==> src/rtl/simd_result_collector_if.sv <==
// Result stream from the SIMD collector to the memory controller.
// The collector is the master and the memory controller is the slave.
interface simd_result_collector_if;
   logic        mc_result_valid;
   logic        mc_result_ready;
   logic [63:0] mc_data_out_res;
   logic [63:0] mc_data_out_extra;
   logic        mc_result_last;

   modport master (
      output mc_result_valid,
      output mc_data_out_res,
      output mc_data_out_extra,
      output mc_result_last,
      input  mc_result_ready
   );

   modport slave (
      input  mc_result_valid,
      input  mc_data_out_res,
      input  mc_data_out_extra,
      input  mc_result_last,
      output mc_result_ready
   );
endinterface

==> src/rtl/simd_result_collector.sv <==
// Packs lane 0/1 SIMD results into 64-bit words, buffers them in a show-ahead
// FIFO and streams them to the memory controller with job-length tracking.
module simd_result_collector #(
   parameter int FIFO_DEPTH = 4
) (
   input  logic                           clk,
   input  logic                           reset,
   input  logic                           start,
   input  logic [5:0]                     data_size,
   input  logic                           res_valid,
   input  logic [31:0]                    out_procc0,
   input  logic [31:0]                    out_procc1,
   input  logic [31:0]                    out_extra_procc0,
   input  logic [31:0]                    out_extra_procc1,
   output logic                           res_ready,
   simd_result_collector_if.master        mc,
   output logic                           busy,
   output logic                           done,
   output logic                           overflow
);

   localparam int AW = $clog2(FIFO_DEPTH);
   localparam int CW = AW + 1;
   localparam logic [CW-1:0] FULL_CNT = CW'(FIFO_DEPTH);

   typedef enum logic [1:0] {S_IDLE, S_COLLECT, S_DRAIN, S_DONE} state_t;

   state_t          state_reg;
   logic [5:0]      job_len_reg;
   logic [5:0]      acc_cnt_reg;
   logic [5:0]      pop_cnt_reg;
   logic [AW-1:0]   wr_ptr_reg;
   logic [AW-1:0]   rd_ptr_reg;
   logic [CW-1:0]   count_reg;
   logic            busy_reg;
   logic            done_reg;
   logic            overflow_reg;

   logic [63:0]     res_mem   [FIFO_DEPTH];
   logic [63:0]     extra_mem [FIFO_DEPTH];

   logic [31:0]     lane_res   [2];
   logic [31:0]     lane_extra [2];
   logic [63:0]     push_res;
   logic [63:0]     push_extra;

   logic            head_valid;
   logic            head_last;
   logic            push;
   logic            pop;

   assign lane_res[0]   = out_procc0;
   assign lane_res[1]   = out_procc1;
   assign lane_extra[0] = out_extra_procc0;
   assign lane_extra[1] = out_extra_procc1;

   // Lane n occupies bits [32n+31:32n] of each packed word.
   genvar gi;
   generate
      for (gi = 0; gi < 2; gi++) begin : g_lane
         assign push_res[gi*32 +: 32]   = lane_res[gi];
         assign push_extra[gi*32 +: 32] = lane_extra[gi];
      end
   endgenerate

   // Ready depends only on registered state, never on mc_result_ready.
   assign res_ready  = (state_reg == S_COLLECT) && (count_reg != FULL_CNT);
   assign head_valid = (count_reg != '0);
   assign head_last  = head_valid && (pop_cnt_reg == (job_len_reg - 6'd1));
   assign push       = res_valid && res_ready;
   assign pop        = head_valid && mc.mc_result_ready;

   assign mc.mc_result_valid   = head_valid;
   assign mc.mc_result_last    = head_last;
   assign mc.mc_data_out_res   = head_valid ? res_mem[rd_ptr_reg]   : '0;
   assign mc.mc_data_out_extra = head_valid ? extra_mem[rd_ptr_reg] : '0;

   assign busy     = busy_reg;
   assign done     = done_reg;
   assign overflow = overflow_reg;

   always_ff @(posedge clk) begin
      if (push) begin
         res_mem[wr_ptr_reg]   <= push_res;
         extra_mem[wr_ptr_reg] <= push_extra;
      end
   end

   always_ff @(posedge clk or posedge reset) begin
      if (reset) begin
         state_reg    <= S_IDLE;
         job_len_reg  <= '0;
         acc_cnt_reg  <= '0;
         pop_cnt_reg  <= '0;
         wr_ptr_reg   <= '0;
         rd_ptr_reg   <= '0;
         count_reg    <= '0;
         busy_reg     <= 1'b0;
         done_reg     <= 1'b0;
         overflow_reg <= 1'b0;
      end else begin
         if (push) wr_ptr_reg <= wr_ptr_reg + 1'b1;
         if (pop) begin
            rd_ptr_reg  <= rd_ptr_reg + 1'b1;
            pop_cnt_reg <= pop_cnt_reg + 6'd1;
         end

         case ({push, pop})
            2'b10:   count_reg <= count_reg + CW'(1);
            2'b01:   count_reg <= count_reg - CW'(1);
            default: count_reg <= count_reg;
         endcase

         case (state_reg)
            S_IDLE: begin
               if (start) begin
                  job_len_reg  <= data_size;
                  acc_cnt_reg  <= '0;
                  pop_cnt_reg  <= '0;
                  overflow_reg <= 1'b0;
                  busy_reg     <= 1'b1;
                  if (data_size == 6'd0) begin
                     state_reg <= S_DONE;
                     done_reg  <= 1'b1;
                  end else begin
                     state_reg <= S_COLLECT;
                  end
               end
            end
            S_COLLECT: begin
               if (res_valid && !res_ready) overflow_reg <= 1'b1;
               if (push) begin
                  acc_cnt_reg <= acc_cnt_reg + 6'd1;
                  if ((acc_cnt_reg + 6'd1) == job_len_reg) state_reg <= S_DRAIN;
               end
            end
            S_DRAIN: begin
               if (pop && head_last) begin
                  state_reg <= S_DONE;
                  done_reg  <= 1'b1;
               end
            end
            S_DONE: begin
               state_reg <= S_IDLE;
               done_reg  <= 1'b0;
               busy_reg  <= 1'b0;
            end
            default: state_reg <= S_IDLE;
         endcase
      end
   end

endmodule
==> src/flat_wrapper.sv <==
// flat-port wrapper written by rule: the top's interface ports become plain ports
module simd_result_collector_flat 
#(
   parameter int FIFO_DEPTH = 4
)
  (clk, reset, start, data_size, res_valid, out_procc0, out_procc1, out_extra_procc0, out_extra_procc1, res_ready, busy, done, overflow, mc_mc_result_valid, mc_mc_data_out_res, mc_mc_data_out_extra, mc_mc_result_last, mc_mc_result_ready);
  simd_result_collector_if mc_i ();
  input  logic clk;
  input  logic reset;
  input  logic start;
  input  logic [5:0] data_size;
  input  logic res_valid;
  input  logic [31:0] out_procc0;
  input  logic [31:0] out_procc1;
  input  logic [31:0] out_extra_procc0;
  input  logic [31:0] out_extra_procc1;
  output logic res_ready;
  output logic busy;
  output logic done;
  output logic overflow;
  output wire logic [$bits(mc_i.mc_result_valid)-1:0] mc_mc_result_valid;
  output wire logic [$bits(mc_i.mc_data_out_res)-1:0] mc_mc_data_out_res;
  output wire logic [$bits(mc_i.mc_data_out_extra)-1:0] mc_mc_data_out_extra;
  output wire logic [$bits(mc_i.mc_result_last)-1:0] mc_mc_result_last;
  input wire logic [$bits(mc_i.mc_result_ready)-1:0] mc_mc_result_ready;
  assign mc_mc_result_valid = mc_i.mc_result_valid;
  assign mc_mc_data_out_res = mc_i.mc_data_out_res;
  assign mc_mc_data_out_extra = mc_i.mc_data_out_extra;
  assign mc_mc_result_last = mc_i.mc_result_last;
  assign mc_i.mc_result_ready = mc_mc_result_ready;
  simd_result_collector #(.FIFO_DEPTH(FIFO_DEPTH)) u_core (.clk(clk), .reset(reset), .start(start), .data_size(data_size), .res_valid(res_valid), .out_procc0(out_procc0), .out_procc1(out_procc1), .out_extra_procc0(out_extra_procc0), .out_extra_procc1(out_extra_procc1), .res_ready(res_ready), .mc(mc_i), .busy(busy), .done(done), .overflow(overflow));
endmodule
==> config.mk <==
export PLATFORM = sky130hd
export DESIGN_NAME = simd_result_collector_flat
export DESIGN_NICKNAME = d
export VERILOG_FILES = /design/src/rtl/simd_result_collector_if.sv /design/src/rtl/simd_result_collector.sv /design/src/flat_wrapper.sv
export SDC_FILE = /design/constraint.sdc
export NUM_CORES = 1
export LEC_CHECK = 0
export CAP_MARGIN = 0
export CELL_PAD_IN_SITES_DETAIL_PLACEMENT = 1
export CELL_PAD_IN_SITES_GLOBAL_PLACEMENT = 1
export CORE_MARGIN = 8
export CORE_UTILIZATION = 48
export DETAILED_ROUTE_END_ITERATION = 6
export PLACE_DENSITY_LB_ADDON = 0.3
export SLEW_MARGIN = 10
export SYNTH_ARGS = -nofsm -noshare
export SYNTH_HDL_FRONTEND = slang
export SYNTH_SLANG_ARGS = --single-unit
==> constraint.sdc <==
create_clock -name clk -period 5.35 [get_ports clk]
set_clock_uncertainty 0.15 [all_clocks]
set_input_delay 1.07 -clock clk [delete_from_list [all_inputs] [get_ports clk]]
set_output_delay 1.07 -clock clk [all_outputs]
set_load 0.02 [all_outputs]
==> results by stage <==
Pwr:
- For this design the static power due to leakage is 8.63 nW.
- The switching power as a share of total power is 0.324.
- Of the total power, the clock network draws 0.238.
- VDD sags by at most 0.318 mV.
- The power density over the cells is 565 nW/um^2.
- The internal power of the cells totals 10.0 mW.
- The share of total power dissipated in sequential elements is 0.366.
- The net switching power is 4.82 mW.
- Of the total power, combinational logic draws 0.396.

Finish:
- The most common cell after layout, fill and taps aside is sky130_fd_sc_hd__edfxtp_1.
- Summing all flip-flop and latch instances after layout gives 16100 sq um.
- Leaving out fill and tap cells, the most frequent cells in the layout are sky130_fd_sc_hd__edfxtp_1, sky130_fd_sc_hd__clkdlybuf4s50_1, sky130_fd_sc_hd__and2_1.
- The area of the multi-input gates is 4730 sq um.
- The ratio of cells with drive above 1 in the final layout is 0.175.
- The largest registers in the layout are u_core.extra_mem: 256 flops, u_core.res_mem: 256 flops.
- At the end of the flow the core is filled with cells to 0.600.
- The filler cells instantiated in the layout total 3715.
- The count of nets after finishing is 1456.
- The post-synthesis to final-layout area growth is 24.5%.

Clock network:
- The CTS tree is yes.
- No sink is reached through more buffers than the 3 on the longest clock path.
- The clock latency on the worst-skew pair is 0.60 ns.
- CTS built an H-tree with a depth of 2.
- In this run the post-CTS setup repair buffer count came out at 0.
- The cts-stage hold buffer count is 0.
- Counting the buffers created by CTS gives 55.
- The number of gates resized after CTS was 0.
- After clock tree synthesis, the clock-pin slew on the worst setup and hold paths is 0.06 ns.
- The total number of clock tree sinks is 542.
- The tree is rooted in a sky130_fd_sc_hd__clkbuf_16.

Detailed routing:
- The average wire per standard cell is 24.9 microns.
- The violation count after the first detailed-route iteration is 721.
- The number of iterations in the first detailed-routing pass is 5.
- The final route contains 10500 vias.
- The ratio of routed vias to standard cells is 5.40.
- The final wirelength is 48400 microns.
- The count of unresolved DRC violations after routing is 0.
- The count of nets left with antenna violations once routing finished came out at 0.

Placed design:
- Routability-driven placement finished with a final weighted congestion of 0.723.
- The post-DP HPWL is 30800 microns.
- The count of buffers added on input and output ports is 272.

Worst setup path:
- In this design, the stage delay of the slowest critical-path cell is 0.69 ns.
- For this design, the slowest cell found on the critical path is sky130_fd_sc_hd__or3_4.
- Traced cell by cell, the critical path runs through or3_4 > buf_12 > and2_1 > clkdlybuf4s50_1.
- The maximum fanout encountered on the critical timing path is 76.
- At the worst endpoint, the arrival time is 2.94 ns.
- The sort of element at the start of the critical path is a flop.
- The critical path is of the flop to primary output type.
- The endpoint class of the critical path is a primary output.
- The internal reg-to-reg setup slack is 2.21 ns.
- The critical path data required time is 4.13 ns.

Run status:
- The run finished with clean final reports.

Synthesis:
- In this run the mean area of a mapped cell was 21.0 sq um.
- Synthesis produced a netlist whose cell count is 1008.
- After synthesis, the share of flip-flops with an asynchronous set or reset is 0.0554.
- The most used flip-flop cell after synthesis is sky130_fd_sc_hd__edfxtp_1.
- Synthesis inferred 542 register bits.
- sky130_fd_sc_hd__edfxtp_1 takes more of the synthesized area than any other cell.
- The Yosys step of the flow raised 0 warnings.
- The synthesized design contains 512 enable-type register cells.
- Yosys attributes the largest share of cell area to sky130_fd_sc_hd__edfxtp_1, sky130_fd_sc_hd__mux4_2, sky130_fd_sc_hd__and2_1.
- The part of the Yosys area used for sequential elements is 0.763.
- The count of unique library cells instantiated by Yosys is 46.
- After synthesis the cells add up to 21100 sq um.
- The net count of the mapped netlist is 1160.
- Of the post-synthesis cell area, the dominant cell type holds 0.728.

Floorplanning:
- The core region is 43800 sq um.
- For this configuration, the core starts out at a cell density of 0.482.
- 273 I/O pins were placed.
- From bottom edge to top edge, the die measures 226 microns.
- The width of the die is 226 microns.
- The area of the die is 51000 sq um.
- The number of placement rows is 77.

STA:
- The count of endpoints failing hold in the final timing report is 0.
- The final setup violation count is 0.
- The final period utilization is 0.777.
- The normalized max-slew margin is 0.371.
- For this run, the top clock speed supported by timing is 241 MHz.
- The final-report max-slew violation count is 0.
- The slew at the pin closest to its max-slew limit is 0.944 ns.
- The routed design could run at a clock period as short as 4.16 ns.
- Setup repair after global routing left no endpoint under its margin.
- The final sum of negative setup slack is 0 ns.

Global route:
- The global-route wire length before repair is 72800 microns.
- The via count of the first global-routing pass is 11700.
- The aggregate global routing overflow is 0.
- The total routing resource utilization after global routing is 0.191.
- The number of antenna violations at the first check in global routing is 9.
- Entering global routing, the biggest net connects 77 pins.

Run:
- Max-cap violations in this run came to 0.

Min path:
- The min-delay analysis places its worst path in the category flop to flop.
critical path, delay by kind of cell (launching register included):
kind	cells	cell delay (ns)
buffers and inverters	2	0.94
DFF	1	0.41
and+or+nand+nor	2	0.92
cells by family (layout without fill, tap and decap cells):
family,Yosys count,in the layout,share of synthesized area
multiplexers,133,133,0.139
XOR/XNOR,26,26,0.0108
AND/OR/NAND/NOR,196,196,0.0544
other,0,6,0
flip-flops,542,542,0.763
adder cells (fa/ha/maj),13,13,0.00806
buffers and inverters,66,403,0.0134
AO/OA/AOI/OAI,32,32,0.0111
synth_stat cells, drive strengths merged (2+ instances only):
cell type	count
xnor2	14
or3	2
nand2	22
buf	26
xor2	12
mux2i	5
o31ai	5
nand4	4
nor2b	3
o41ai	2
nor3	4
dfrtp	30
o21ai	11
edfxtp	512
mux4	128
nor2	14
and3	5
a31oi	4
ha	12
a21oi	2
nand3	4
clkbuf	25
inv	15
and2	135
per-layer routing:
layer	share of wire	up-vias	wire, microns	track usage
met1	0.42	5528	20300	0.251
met3	0.061	63	2970	0.0434
met2	0.50	282	24200	0.316
li1	-	4620	-	-
met4	0.019	4	914	0.0595
met5	0.00052	-	25	0
metrics by stage:
| stage | setup WS [ns] | power (mW) | instance area, sq um | cells | hold WS, ns |
|---|---|---|---|---|---|
| finish | 1.19 | 14.9 | 26300 | 1943 | 0.355 |
| global route | 1.04 | 15.5 | 26300 | 1940 | 0.363 |
| CTS | 1.11 | 15.1 | 26300 | 1937 | 0.349 |
| detailed placement | 1.69 | 11.5 | 24700 | 1839 | 0.335 |
| global placement | 1.70 | 11.4 | 24700 | 1839 | 0.321 |
| floorplan | 0.394 | 8.99 | 21100 | 1008 | 0.297 |
worst paths after layout:
path	startpoint	end	depth (start not counted)
max	u_core.count_reg[0]$_DFFE_PP0P_	mc_mc_data_out_extra[37]	4
min	u_core.acc_cnt_reg[5]$_DFFE_PP0P_	u_core.acc_cnt_reg[5]$_DFFE_PP0P_	1
max reg2reg	u_core.count_reg[0]$_DFFE_PP0P_	u_core.count_reg[2]$_DFFE_PP0P_	8
min reg2reg	u_core.acc_cnt_reg[5]$_DFFE_PP0P_	u_core.acc_cnt_reg[5]$_DFFE_PP0P_	1
max in group asynchronous	reset	u_core.rd_ptr_reg[0]$_DFFE_PP0P_	3
min in group asynchronous	reset	u_core.job_len_reg[0]$_DFFE_PP0P_	3
cell type report:
type / count / area share
clock inverter: 33 / 0.00851
timing repair buffer: 290 / 0.114
antenna: 6 / 0.000571
sequential: 542 / 0.613
inverter: 15 / 0.00214
clock buffer: 65 / 0.0537
multi-input combinational: 400 / 0.180
tap: 592 / 0.0282
power by group through the flow:
| stage | combinational, mW | clock [mW] | sequential [mW] |
|---|---|---|---|
| 3_5_place_dp | 5.99 | 0 | 5.54 |
| 3_3_place_gp | 5.93 | 0 | 5.49 |
| 4_1_cts | 6.04 | 3.62 | 5.46 |
| 5_1_grt | 6.28 | 3.75 | 5.50 |
| 6_report | 5.89 | 3.53 | 5.45 |
| 2_1_floorplan | 3.52 | 0 | 5.47 |
Note: power is estimated with default switching activity, not from simulation.
